`config.mk`:
```
export PLATFORM = sky130hd
export DESIGN_NAME = seq_alu_flat
export DESIGN_NICKNAME = d
export VERILOG_FILES = /design/src/rtl/alu_pkg.sv /design/src/rtl/seq_alu_if.sv /design/src/rtl/mdu_iter.sv /design/src/rtl/seq_alu.sv /design/src/flat_wrapper.sv
export SDC_FILE = /design/constraint.sdc
export NUM_CORES = 1
export LEC_CHECK = 0
export BUFFER_PORTS_ARGS = -buffer_cell sky130_fd_sc_hd__buf_2
export CAP_MARGIN = 20
export CORE_MARGIN = 2
export CORE_UTILIZATION = 50
export CTS_CLUSTER_SIZE = 16
export DETAILED_ROUTE_END_ITERATION = 10
export GPL_TIMING_DRIVEN = 0
export PLACE_DENSITY = 0.74
export SLEW_MARGIN = 10
export SYNTH_ARGS = -nofsm -noshare
export SYNTH_HDL_FRONTEND = slang
export SYNTH_SLANG_ARGS = --single-unit
```
`constraint.sdc`:
```
create_clock -name clk -period 6.6 [get_ports clk]
set_clock_uncertainty 0.2 [all_clocks]
set_input_delay 0.66 -clock clk [delete_from_list [all_inputs] [get_ports clk]]
set_output_delay 0.66 -clock clk [all_outputs]
set_load 0.01 [all_outputs]
```
`src/rtl/alu_pkg.sv`:
```
`default_nettype none
// ============================================================================
// alu_pkg : shared encodings for the sequential ALU (groups, MDU ops, FSM)
// Rev 1.0
// ============================================================================
package alu_pkg;

    localparam logic [1:0] GRP_MDU   = 2'b00;
    localparam logic [1:0] GRP_ARITH = 2'b01;
    localparam logic [1:0] GRP_BOOL  = 2'b10;
    localparam logic [1:0] GRP_SHIFT = 2'b11;

    localparam logic [1:0] MDU_MUL   = 2'b00;
    localparam logic [1:0] MDU_MULHU = 2'b01;
    localparam logic [1:0] MDU_DIVU  = 2'b10;
    localparam logic [1:0] MDU_REMU  = 2'b11;

    typedef enum logic [1:0] {
        ST_IDLE = 2'd0,
        ST_BUSY = 2'd1,
        ST_DONE = 2'd2
    } alu_state_t;

endpackage
`default_nettype wire

```
`src/rtl/seq_alu_if.sv`:
```
`default_nettype none
// ============================================================================
// seq_alu_if : operand/result handshake bundle of the sequential ALU
// Rev 1.0
// ============================================================================
interface seq_alu_if #(
    parameter int XLEN = 32
);
    logic            in_valid;
    logic            in_ready;
    logic [XLEN-1:0] src1;
    logic [XLEN-1:0] src2;
    logic [5:0]      fn;
    logic            out_valid;
    logic            out_ready;
    logic [XLEN-1:0] result;
    logic            busy;

    modport master (
        output in_valid, src1, src2, fn, out_ready,
        input  in_ready, out_valid, result, busy
    );

    modport slave (
        input  in_valid, src1, src2, fn, out_ready,
        output in_ready, out_valid, result, busy
    );
endinterface
`default_nettype wire

```
`src/rtl/mdu_iter.sv`:
```
`default_nettype none
// ============================================================================
// mdu_iter : bit-serial unsigned multiply (shift-add) / divide (restoring)
// Rev 1.0
// ============================================================================
module mdu_iter
    import alu_pkg::*;
#(
    parameter int XLEN = 32
) (
    input  logic            clk,
    input  logic            rst_n,
    input  logic            start,
    input  logic [1:0]      op,
    input  logic [XLEN-1:0] src1,
    input  logic [XLEN-1:0] src2,
    output logic            done,
    output logic [XLEN-1:0] value
);
    localparam int CW = $clog2(XLEN);

    logic [2*XLEN-1:0] r_acc;
    logic [XLEN-1:0]   r_opnd;
    logic [1:0]        r_op;
    logic [CW-1:0]     r_cnt;
    logic              r_run;

    logic              w_is_div;
    logic              w_take_hi;
    logic [XLEN-1:0]   w_addend;
    logic [XLEN:0]     w_msum;
    logic [XLEN:0]     w_rpart;
    logic [XLEN-1:0]   w_trial;
    logic              w_ge;
    logic [2*XLEN-1:0] w_acc_nxt;

    assign w_is_div  = (r_op == MDU_DIVU) || (r_op == MDU_REMU);
    assign w_take_hi = (r_op == MDU_MULHU) || (r_op == MDU_REMU);

    // Multiply: {partial product, multiplier} shifts right, adding the
    // multiplicand into the high half whenever the outgoing bit is set.
    assign w_addend = r_acc[0] ? r_opnd : '0;
    assign w_msum   = {1'b0, r_acc[2*XLEN-1:XLEN]} + {1'b0, w_addend};

    // Divide: {remainder, quotient} shifts left; a divisor of zero always
    // "fits", which yields all-ones quotient and remainder == dividend.
    assign w_rpart  = r_acc[2*XLEN-1:XLEN-1];
    assign w_ge     = (w_rpart >= {1'b0, r_opnd});
    assign w_trial  = w_rpart[XLEN-1:0] - r_opnd;

    always_comb begin
        w_acc_nxt = {w_msum, r_acc[XLEN-1:1]};
        if (w_is_div) begin
            w_acc_nxt = w_ge ? {w_trial, r_acc[XLEN-2:0], 1'b1}
                             : {w_rpart[XLEN-1:0], r_acc[XLEN-2:0], 1'b0};
        end
    end

    assign done  = r_run && (r_cnt == '0);
    assign value = w_take_hi ? w_acc_nxt[2*XLEN-1:XLEN] : w_acc_nxt[XLEN-1:0];

    always_ff @(posedge clk or negedge rst_n) begin
        if (!rst_n) begin
            r_acc  <= '0;
            r_opnd <= '0;
            r_op   <= MDU_MUL;
            r_cnt  <= '0;
            r_run  <= 1'b0;
        end else if (start) begin
            r_acc  <= {{XLEN{1'b0}}, src1};
            r_opnd <= src2;
            r_op   <= op;
            r_cnt  <= CW'(XLEN - 1);
            r_run  <= 1'b1;
        end else if (r_run) begin
            r_acc <= w_acc_nxt;
            if (r_cnt == '0) begin
                r_run <= 1'b0;
            end else begin
                r_cnt <= r_cnt - CW'(1);
            end
        end
    end
endmodule
`default_nettype wire

```
`src/rtl/seq_alu.sv`:
```
`default_nettype none
// ============================================================================
// seq_alu : handshaked integer execution unit with iterative unsigned MDU
// Rev 1.0
// ============================================================================
module seq_alu
    import alu_pkg::*;
#(
    parameter int XLEN = 32
) (
    input  logic     clk,
    input  logic     rst_n,
    seq_alu_if.slave bus
);
    localparam int SHW = $clog2(XLEN);

    alu_state_t      r_state;
    alu_state_t      w_state_nxt;
    logic [XLEN-1:0] r_result;
    logic [XLEN-1:0] w_alu;
    logic [XLEN-1:0] w_mdu_value;
    logic [SHW-1:0]  w_shamt;
    logic [3:0]      w_tt;
    logic            w_in_ready;
    logic            w_accept;
    logic            w_is_mdu;
    logic            w_mdu_done;
    logic            w_out_valid;
    logic            w_busy;

    // in_ready depends only on state and out_ready, never on in_valid.
    assign w_in_ready = (r_state == ST_IDLE) || ((r_state == ST_DONE) && bus.out_ready);
    assign w_accept   = bus.in_valid && w_in_ready;
    assign w_is_mdu   = (bus.fn[5:4] == GRP_MDU);
    assign w_shamt    = bus.src2[SHW-1:0];
    assign w_tt       = bus.fn[3:0];

    always_comb begin
        w_alu = '0;
        case (bus.fn[5:4])
            GRP_ARITH: w_alu = bus.fn[0] ? (bus.src1 - bus.src2) : (bus.src1 + bus.src2);
            GRP_BOOL: begin
                for (int i = 0; i < XLEN; i++) begin
                    w_alu[i] = w_tt[{bus.src1[i], bus.src2[i]}];
                end
            end
            GRP_SHIFT: begin
                case (bus.fn[1:0])
                    2'b01:   w_alu = bus.src1 >> w_shamt;
                    2'b11:   w_alu = $signed(bus.src1) >>> w_shamt;
                    default: w_alu = bus.src1 << w_shamt;
                endcase
            end
            default: w_alu = '0;
        endcase
    end

    mdu_iter #(
        .XLEN (XLEN)
    ) u_mdu (
        .clk   (clk),
        .rst_n (rst_n),
        .start (w_accept && w_is_mdu),
        .op    (bus.fn[1:0]),
        .src1  (bus.src1),
        .src2  (bus.src2),
        .done  (w_mdu_done),
        .value (w_mdu_value)
    );

    always_ff @(posedge clk or negedge rst_n) begin
        if (!rst_n) begin
            r_state <= ST_IDLE;
        end else begin
            r_state <= w_state_nxt;
        end
    end

    always_comb begin
        w_state_nxt = r_state;
        w_out_valid = 1'b0;
        w_busy      = 1'b0;
        case (r_state)
            ST_IDLE: begin
                if (w_accept) begin
                    w_state_nxt = w_is_mdu ? ST_BUSY : ST_DONE;
                end
            end
            ST_BUSY: begin
                w_busy = 1'b1;
                if (w_mdu_done) begin
                    w_state_nxt = ST_DONE;
                end
            end
            ST_DONE: begin
                w_out_valid = 1'b1;
                if (w_accept) begin
                    w_state_nxt = w_is_mdu ? ST_BUSY : ST_DONE;
                end else if (bus.out_ready) begin
                    w_state_nxt = ST_IDLE;
                end
            end
            default: w_state_nxt = ST_IDLE;
        endcase
    end

    // Only ever written on accept or on the final MDU iteration, so the
    // value held in DONE stays stable under backpressure.
    always_ff @(posedge clk or negedge rst_n) begin
        if (!rst_n) begin
            r_result <= '0;
        end else if (w_accept && !w_is_mdu) begin
            r_result <= w_alu;
        end else if ((r_state == ST_BUSY) && w_mdu_done) begin
            r_result <= w_mdu_value;
        end
    end

    assign bus.in_ready  = w_in_ready;
    assign bus.out_valid = w_out_valid;
    assign bus.busy      = w_busy;
    assign bus.result    = r_result;
endmodule
`default_nettype wire

```
`src/flat_wrapper.sv`:
```
// flat-port wrapper written by rule: the top's interface ports become plain ports
module seq_alu_flat import alu_pkg::*;
#(
    parameter int XLEN = 32
)
  (clk, rst_n, bus_in_valid, bus_src1, bus_src2, bus_fn, bus_out_ready, bus_in_ready, bus_out_valid, bus_result, bus_busy);
  seq_alu_if #(.XLEN(XLEN)) bus_i ();
  input  logic clk;
  input  logic rst_n;
  input wire logic [$bits(bus_i.in_valid)-1:0] bus_in_valid;
  input wire logic [$bits(bus_i.src1)-1:0] bus_src1;
  input wire logic [$bits(bus_i.src2)-1:0] bus_src2;
  input wire logic [$bits(bus_i.fn)-1:0] bus_fn;
  input wire logic [$bits(bus_i.out_ready)-1:0] bus_out_ready;
  output wire logic [$bits(bus_i.in_ready)-1:0] bus_in_ready;
  output wire logic [$bits(bus_i.out_valid)-1:0] bus_out_valid;
  output wire logic [$bits(bus_i.result)-1:0] bus_result;
  output wire logic [$bits(bus_i.busy)-1:0] bus_busy;
  assign bus_i.in_valid = bus_in_valid;
  assign bus_i.src1 = bus_src1;
  assign bus_i.src2 = bus_src2;
  assign bus_i.fn = bus_fn;
  assign bus_i.out_ready = bus_out_ready;
  assign bus_in_ready = bus_i.in_ready;
  assign bus_out_valid = bus_i.out_valid;
  assign bus_result = bus_i.result;
  assign bus_busy = bus_i.busy;
  seq_alu #(.XLEN(XLEN)) u_core (.clk(clk), .rst_n(rst_n), .bus(bus_i));
endmodule
```
# --- After elaboration in Yosys (flattened, before gate mapping) ---
# Cells that the tools add are included.
totals:
  ff_bits: 138
  elab_cells: 168
  in_bits: 74
  output_inout_bits: 35
op_classes:
  n_shift: 3
  mux: 89
  n_eq_ne: 14
  add_sub_neg: 5
  magnitude_cmp: 33
  reduce_logical: 17
ops:
  columns: ["op", "n"]
  rows:
  - ["$mux 64", 4]
  - ["$mux 32", 5]
  - ["$lt 2x3->1 const B", 32]
  - ["$pmux 32 s3", 1]
  - ["$bmux 1 s2", 32]
  - ["$pmux 32 s2", 1]
  - ["$sub 32x32->32", 2]
  - ["$mux 1", 37]
  - ["$add 32x32->33", 1]
  - ["$ge 33x32->1", 1]
  - ["$add 32x32->32", 1]
  - ["$shl 32x5->32", 1]
  - ["$shr 32x5->32", 1]
  - ["$sshr 32x5->32", 1]
  - ["$mux 5", 3]
  - ["$eq 2x2->1 const B", 6]
  - ["$mux 2", 5]
  - ["$eq 2x1->1 const B", 4]
  - ["$logic_and 1x1->1", 6]
  - ["$pmux 2 s3", 1]
  - ["$logic_not 5->1", 1]
  - ["$sub 5x1->5 const B", 1]
  - ["$logic_not 2->1", 2]
  - ["$ne 2x1->1 const B", 2]
  - ["7 further kinds", 10]

# --- Longest topological paths before layout ---
logic_depth:
  ltp_word: 7
  depth_mapped: 24
  depth_no_buf: 19

# --- Modules after synthesis ---
# From an unflattened synthesis, not the netlist that was laid out.
unflattened:
  cells_unflattened: 2311
  hier_area_um2: 18564.1
modules_own_cells:
  columns: ["mod", "area_each_um2", "cells_each", "seq_area_each_um2", "n_inst"]
  rows:
  - ["mdu_iter", 9396.5, 1173, 2602.5, 1]
  - ["seq_alu", 9167.5, 1138, 850.8, 1]

# --- Worst setup path after synthesis ---
# Ideal clock, no wire load.
synth_path:
  path_type: "input port to flip-flop"
  from: "input port bus_src2[1]"
  to: "register u_core.r_result[31] (netlist: u_core.bus.result[31])"
  setup_time_ps: 140
  cell_stages: 22
  required_time_ps: 6260
  path_buffers: 5
  arrival_time_ps: 4750
  setup_slack_ps: 1510
  path_cell_list: "buf_4 > buf_2 > buf_2 > buf_2 > buf_2 > inv_1 > ha_1 > nand3_1 > nor2_1 > and2_1 > nor2_1 > xnor2_1 > ha_1 > a21o_1 > a21o_1 > a2111oi_0 > nor3_1 > o311ai_2 > o31ai_1 > o31ai_1 > xnor2_1 > o221ai_1"
synth_between:
  elab_chain_cells: 4
  elab_cells_between_ends: 9
  classes_between: "add/sub (2); shift (3); mux (4)"
synth_lines:
  columns: ["item", "line_no", "rtl"]
  rows:
  - ["from (decl)", "flat_wrapper.sv:12", "input wire logic [$bits(bus_i.src2)-1:0] bus_src2;"]
  - ["$add 32x32->32 (tied with other cells)", "seq_alu.sv:41", "GRP_ARITH: w_alu = bus.fn[0] ? (bus.src1 - bus.src2) : (bus.src1 + bus.src2);"]
  - ["$mux 32 / $pmux 32 s2 (equally long branches)", "seq_alu.sv:41, seq_alu.sv:48", null]
  - ["$pmux 32 s3 (*)", "seq_alu.sv:40", "case (bus.fn[5:4])"]
  - ["$mux 32 (*)", "seq_alu.sv:112", "end else if (w_accept && !w_is_mdu) begin"]
  - ["to (signal assigned)", "seq_alu.sv:113", "r_result <= w_alu;"]
  - ["to (signal assigned)", "seq_alu.sv:115", "r_result <= w_mdu_value;"]
  - ["to (decl)", "seq_alu.sv:19", "logic [XLEN-1:0] r_result;"]
# Every way passes the cells marked *; elsewhere a longest branch is shown, timed or not.
# A chain may end at the register's enable or synchronous reset.

# --- Worst setup path in the final report ---
layout_path:
  from: "input port bus_src2[2]"
  to: "register u_core.r_result[31] (netlist: u_core.bus.result[31])"
# The elaborated chain is that of the path after synthesis.

==> impl_metrics.ini <==
[floorplanning]
fp.dieH_um = 195.5
core_area_um2 = 36350
die_w_um = 195.5
start_util_pct = 50.44
dieArea_um2 = 38220
row_count = 70
io_pins = 109

[route]
ant_nets = 0
num_vias = 21240
routed_wl_um = 90470
viasPerCell = 7.210
drtPass1Iterations = 6
wire_per_inst_um = 30.71
drc = 0
drt_iter0_drc = 2872

[setup_path]
path_cells = clkbuf_1 -> clkbuf_1 -> clkbuf_1 -> buf_1 -> nor2_1 -> a21oi_1 -> xnor2_1 -> ha_1 -> o311ai_2 -> a21oi_1 -> o311ai_2 -> o31ai_1 -> o31ai_1 -> xnor2_1 -> o221ai_1
arrival_ps = 6490
critical-path-top-delay-family = compound AO/OA/AOI/OAI gates
crit_required_ps = 6670
slowest_delay_ps = 780
critPathKind = in -> reg
path_buf_inv = 4
path_max_fanout = 10
cp-start-kind = primary input
cp-end-kind = register
crit_path_top_delay_cell = clkbuf_1
cp_common_cell = clkbuf_1

[synthesis]
avgSynthCellArea_um2 = 7.828
async_flop_share_pct = 100.0
synth_top_flop_cell = dfrtp_1
yosys_register_bits = 138
synth_nets = 2518
syn_area_um2 = 18330
synth_edf_count = 0
yosysWarningCount = 0
ys_types = 89
ys_seq_area_share_pct = 18.84
syn_inst = 2342

[pwr]
p_comb_share_pct = 73.2
p_switching_mw = 5.315
sw_frac_of_total_pct = 54.21
finalPower_mw = 9.803
power.share.sequential_pct = 17.3
power_density_nw_per_um2 = 487.8
internal-power_mw = 4.489
peakVddDrop_mv = 0.2310
clockPowerShare_pct = 9.5
leakagePower_nw = 8.362

[placed_design]
dp.final_hpwl_um = 71500
portBuffers = 100
gp_congestion = 1.114
dpl_worst_slack_ps = -836.9

[timing]
min_period_over_period_pct = 97.30
fin_ws_ps = 178.2
tightest_slew_ps = 1224
rsz0062_at_grt = false
maxSlewViolCount = 0
period_needed_ps = 6422
max_freq_mhz = 155.7
relSlewSlack_pct = 18.22
finalSetupViolations = 0
final_hold_viol_count = 0

[finish]
area_delta_synth_final_pct = 9.622
seq_area_um2 = 3453
multiInputGateArea_um2 = 13810
antennaDiodeCount = 0
nFillCells = 3522
nNetsFinal = 2643
drive_gt1_share_pct = 12.55

[flow_run]
drv_cap = 0

[clock_network]
cts_root_buf = clkbuf_16
clock_latency_ps = 440
clockBufferDepth = 2
numCtsBuffers = 17
cts_tree = built
clkSlewWorstSetupHoldPaths_ps = 60
cts_sinks = 138
h-tree-depth = 4
cts_setup_buffers = 0

[grt]
antenna_found_initial = 1
first_global_vias = 20190
grt-ovfl-total = 0
grt_pass1_wl_um = 131700
grt_use_total_pct = 46.89
grt_max_degree = 90

[hold_path]
hp-class = in -> reg

[status]
status = finished, final reports clean
## cell usage in the layout, fill, tap and decap left out, drive strengths merged, types with 81 or more instances in the layout
master,Yosys,layout
a21oi,212,212
buf,46,149
clkbuf,145,169
dfrtp,138,138
ha,99,99
inv,81,81
mux4,92,92
nand2,230,230
nor2,268,268
o21ai,187,187
## power groups by stage
stage                     combinational [mW]  sequential, mW  clock, mW
after floorplan                         4.91            1.55          0
after global placement                  6.74            1.66          0
after detailed placement                6.85            1.67          0
after CTS                               6.91            1.66      0.927
after global routing                    7.67            1.71      0.965
final                                   7.18            1.69      0.935
## final timing paths
| path | start | endpoint | slack, ps | cells past startpoint |
|---|---|---|---|---|
| min | bus_out_ready | u_core.r_state[1] | 320 | 3 |
| min in group asynchronous | rst_n | u_core.bus.result[4] | 560 | 2 |
| min reg2reg | u_core.bus.result[2] | u_core.bus.result[2] | 330 | 1 |
| max | bus_src2[2] | u_core.bus.result[31] | 180 | 15 |
| max reg2reg | u_core.u_mdu.r_acc[57] | u_core.bus.result[18] | 2040 | 12 |
| max in group asynchronous | rst_n | u_core.u_mdu.r_acc[56] | 4800 | 3 |
## cells in the mapped netlist, drive strengths merged (16+ instances only)
cell / count / share of area [%]
nand2: 230 / 4.7
mux4: 92 / 11
a21oi: 212 / 5.8
a221oi: 16 / 0.76
nor2: 268 / 5.5
dfrtp: 138 / 19
mux2i: 79 / 4.3
nor3: 60 / 1.7
a211oi: 48 / 2.0
o221ai: 17 / 0.81
o21ai: 187 / 5.2
mux2: 30 / 1.9
a31oi: 28 / 0.96
xnor2: 73 / 3.5
o22ai: 21 / 0.72
o21a: 18 / 0.74
o21bai: 20 / 0.82
nand4: 18 / 0.65
o211ai: 29 / 1.2
and2: 50 / 1.7
buf: 46 / 1.3
inv: 81 / 1.7
a21o: 42 / 1.7
clkbuf: 145 / 3.0
nand3: 27 / 0.74
ha: 99 / 6.8
nand2b: 19 / 0.65
xor2: 27 / 1.3
nor2b: 27 / 0.92
## metrics by stage
step | cells | hold slack (ps) | TNS, ps | util [%] | area, um^2
global placement | 2910 | 303.5 | -4228 | 53.43 | 19420
CTS | 2945 | 307.5 | 0 | 55.19 | 20060
finish | 2946 | 315.1 | 0 | 55.29 | 20100
global route | 2946 | 339.3 | 0 | 55.29 | 20100
detailed placement | 2914 | 312.8 | -5695 | 53.63 | 19490
floorplan | 2342 | 164.4 | 0 | - | 18330
## cell type report
type | instances | share of cell area [%]
Clock buffer | 24 | 2.447
Tap cell | 468 | 2.914
Multi-Input combinational cell | 1928 | 68.69
Clock inverter | 6 | 0.3237
Sequential cell | 138 | 17.18
Inverter | 85 | 1.588
Buffer | 190 | 3.903
Timing Repair Buffer | 107 | 2.951
## repair_timing
item | CTS | global route
endpoints found under the setup margin | 7 | 13
gates cloned | 0 | 0
endpoints found under the hold margin | 34 | 0
pin swaps | 0 | 0
hold buffers | 1 | 0
gates resized for setup | 3 | 5
## kinds of logic (layout without fill, tap and decap cells)
| group | Yosys count | after routing | synth area share (%) |
|---|---|---|---|
| AOI/OAI and AO/OA | 762 | 762 | 26.88 |
| DFF | 138 | 138 | 18.84 |
| and+or+nand+nor | 763 | 763 | 18.93 |
| xor gates and xnor gates | 100 | 100 | 4.777 |
| muxes | 201 | 201 | 17.48 |
| adders and majority gates | 102 | 102 | 7.084 |
| buffers and inverters | 276 | 412 | 6.012 |
## state kept, by name, summed over array words and instances (netlist names)
name                 flops
u_core.bus.result       32
u_core.r_state           2
u_core.u_mdu.r_acc      64
u_core.u_mdu.r_cnt       5
u_core.u_mdu.r_op        2
u_core.u_mdu.r_opnd     32
u_core.u_mdu.r_run       1
## tightest hold or removal path, delay by kind of cell
kind	cells	cell delay, ps
buffers and inverters	2	150
AOI/OAI and AO/OA	1	100
## metal layers
layer	track usage [%]	routed length [um]	up-vias
met1	54.72	31870	10090
met4	37.46	9302	2
met2	76.16	40240	1676
li1	-	-	8951
met3	8.446	9047	525
met5	0.1277	11	-
Note: power is estimated with default switching activity, not from simulation.
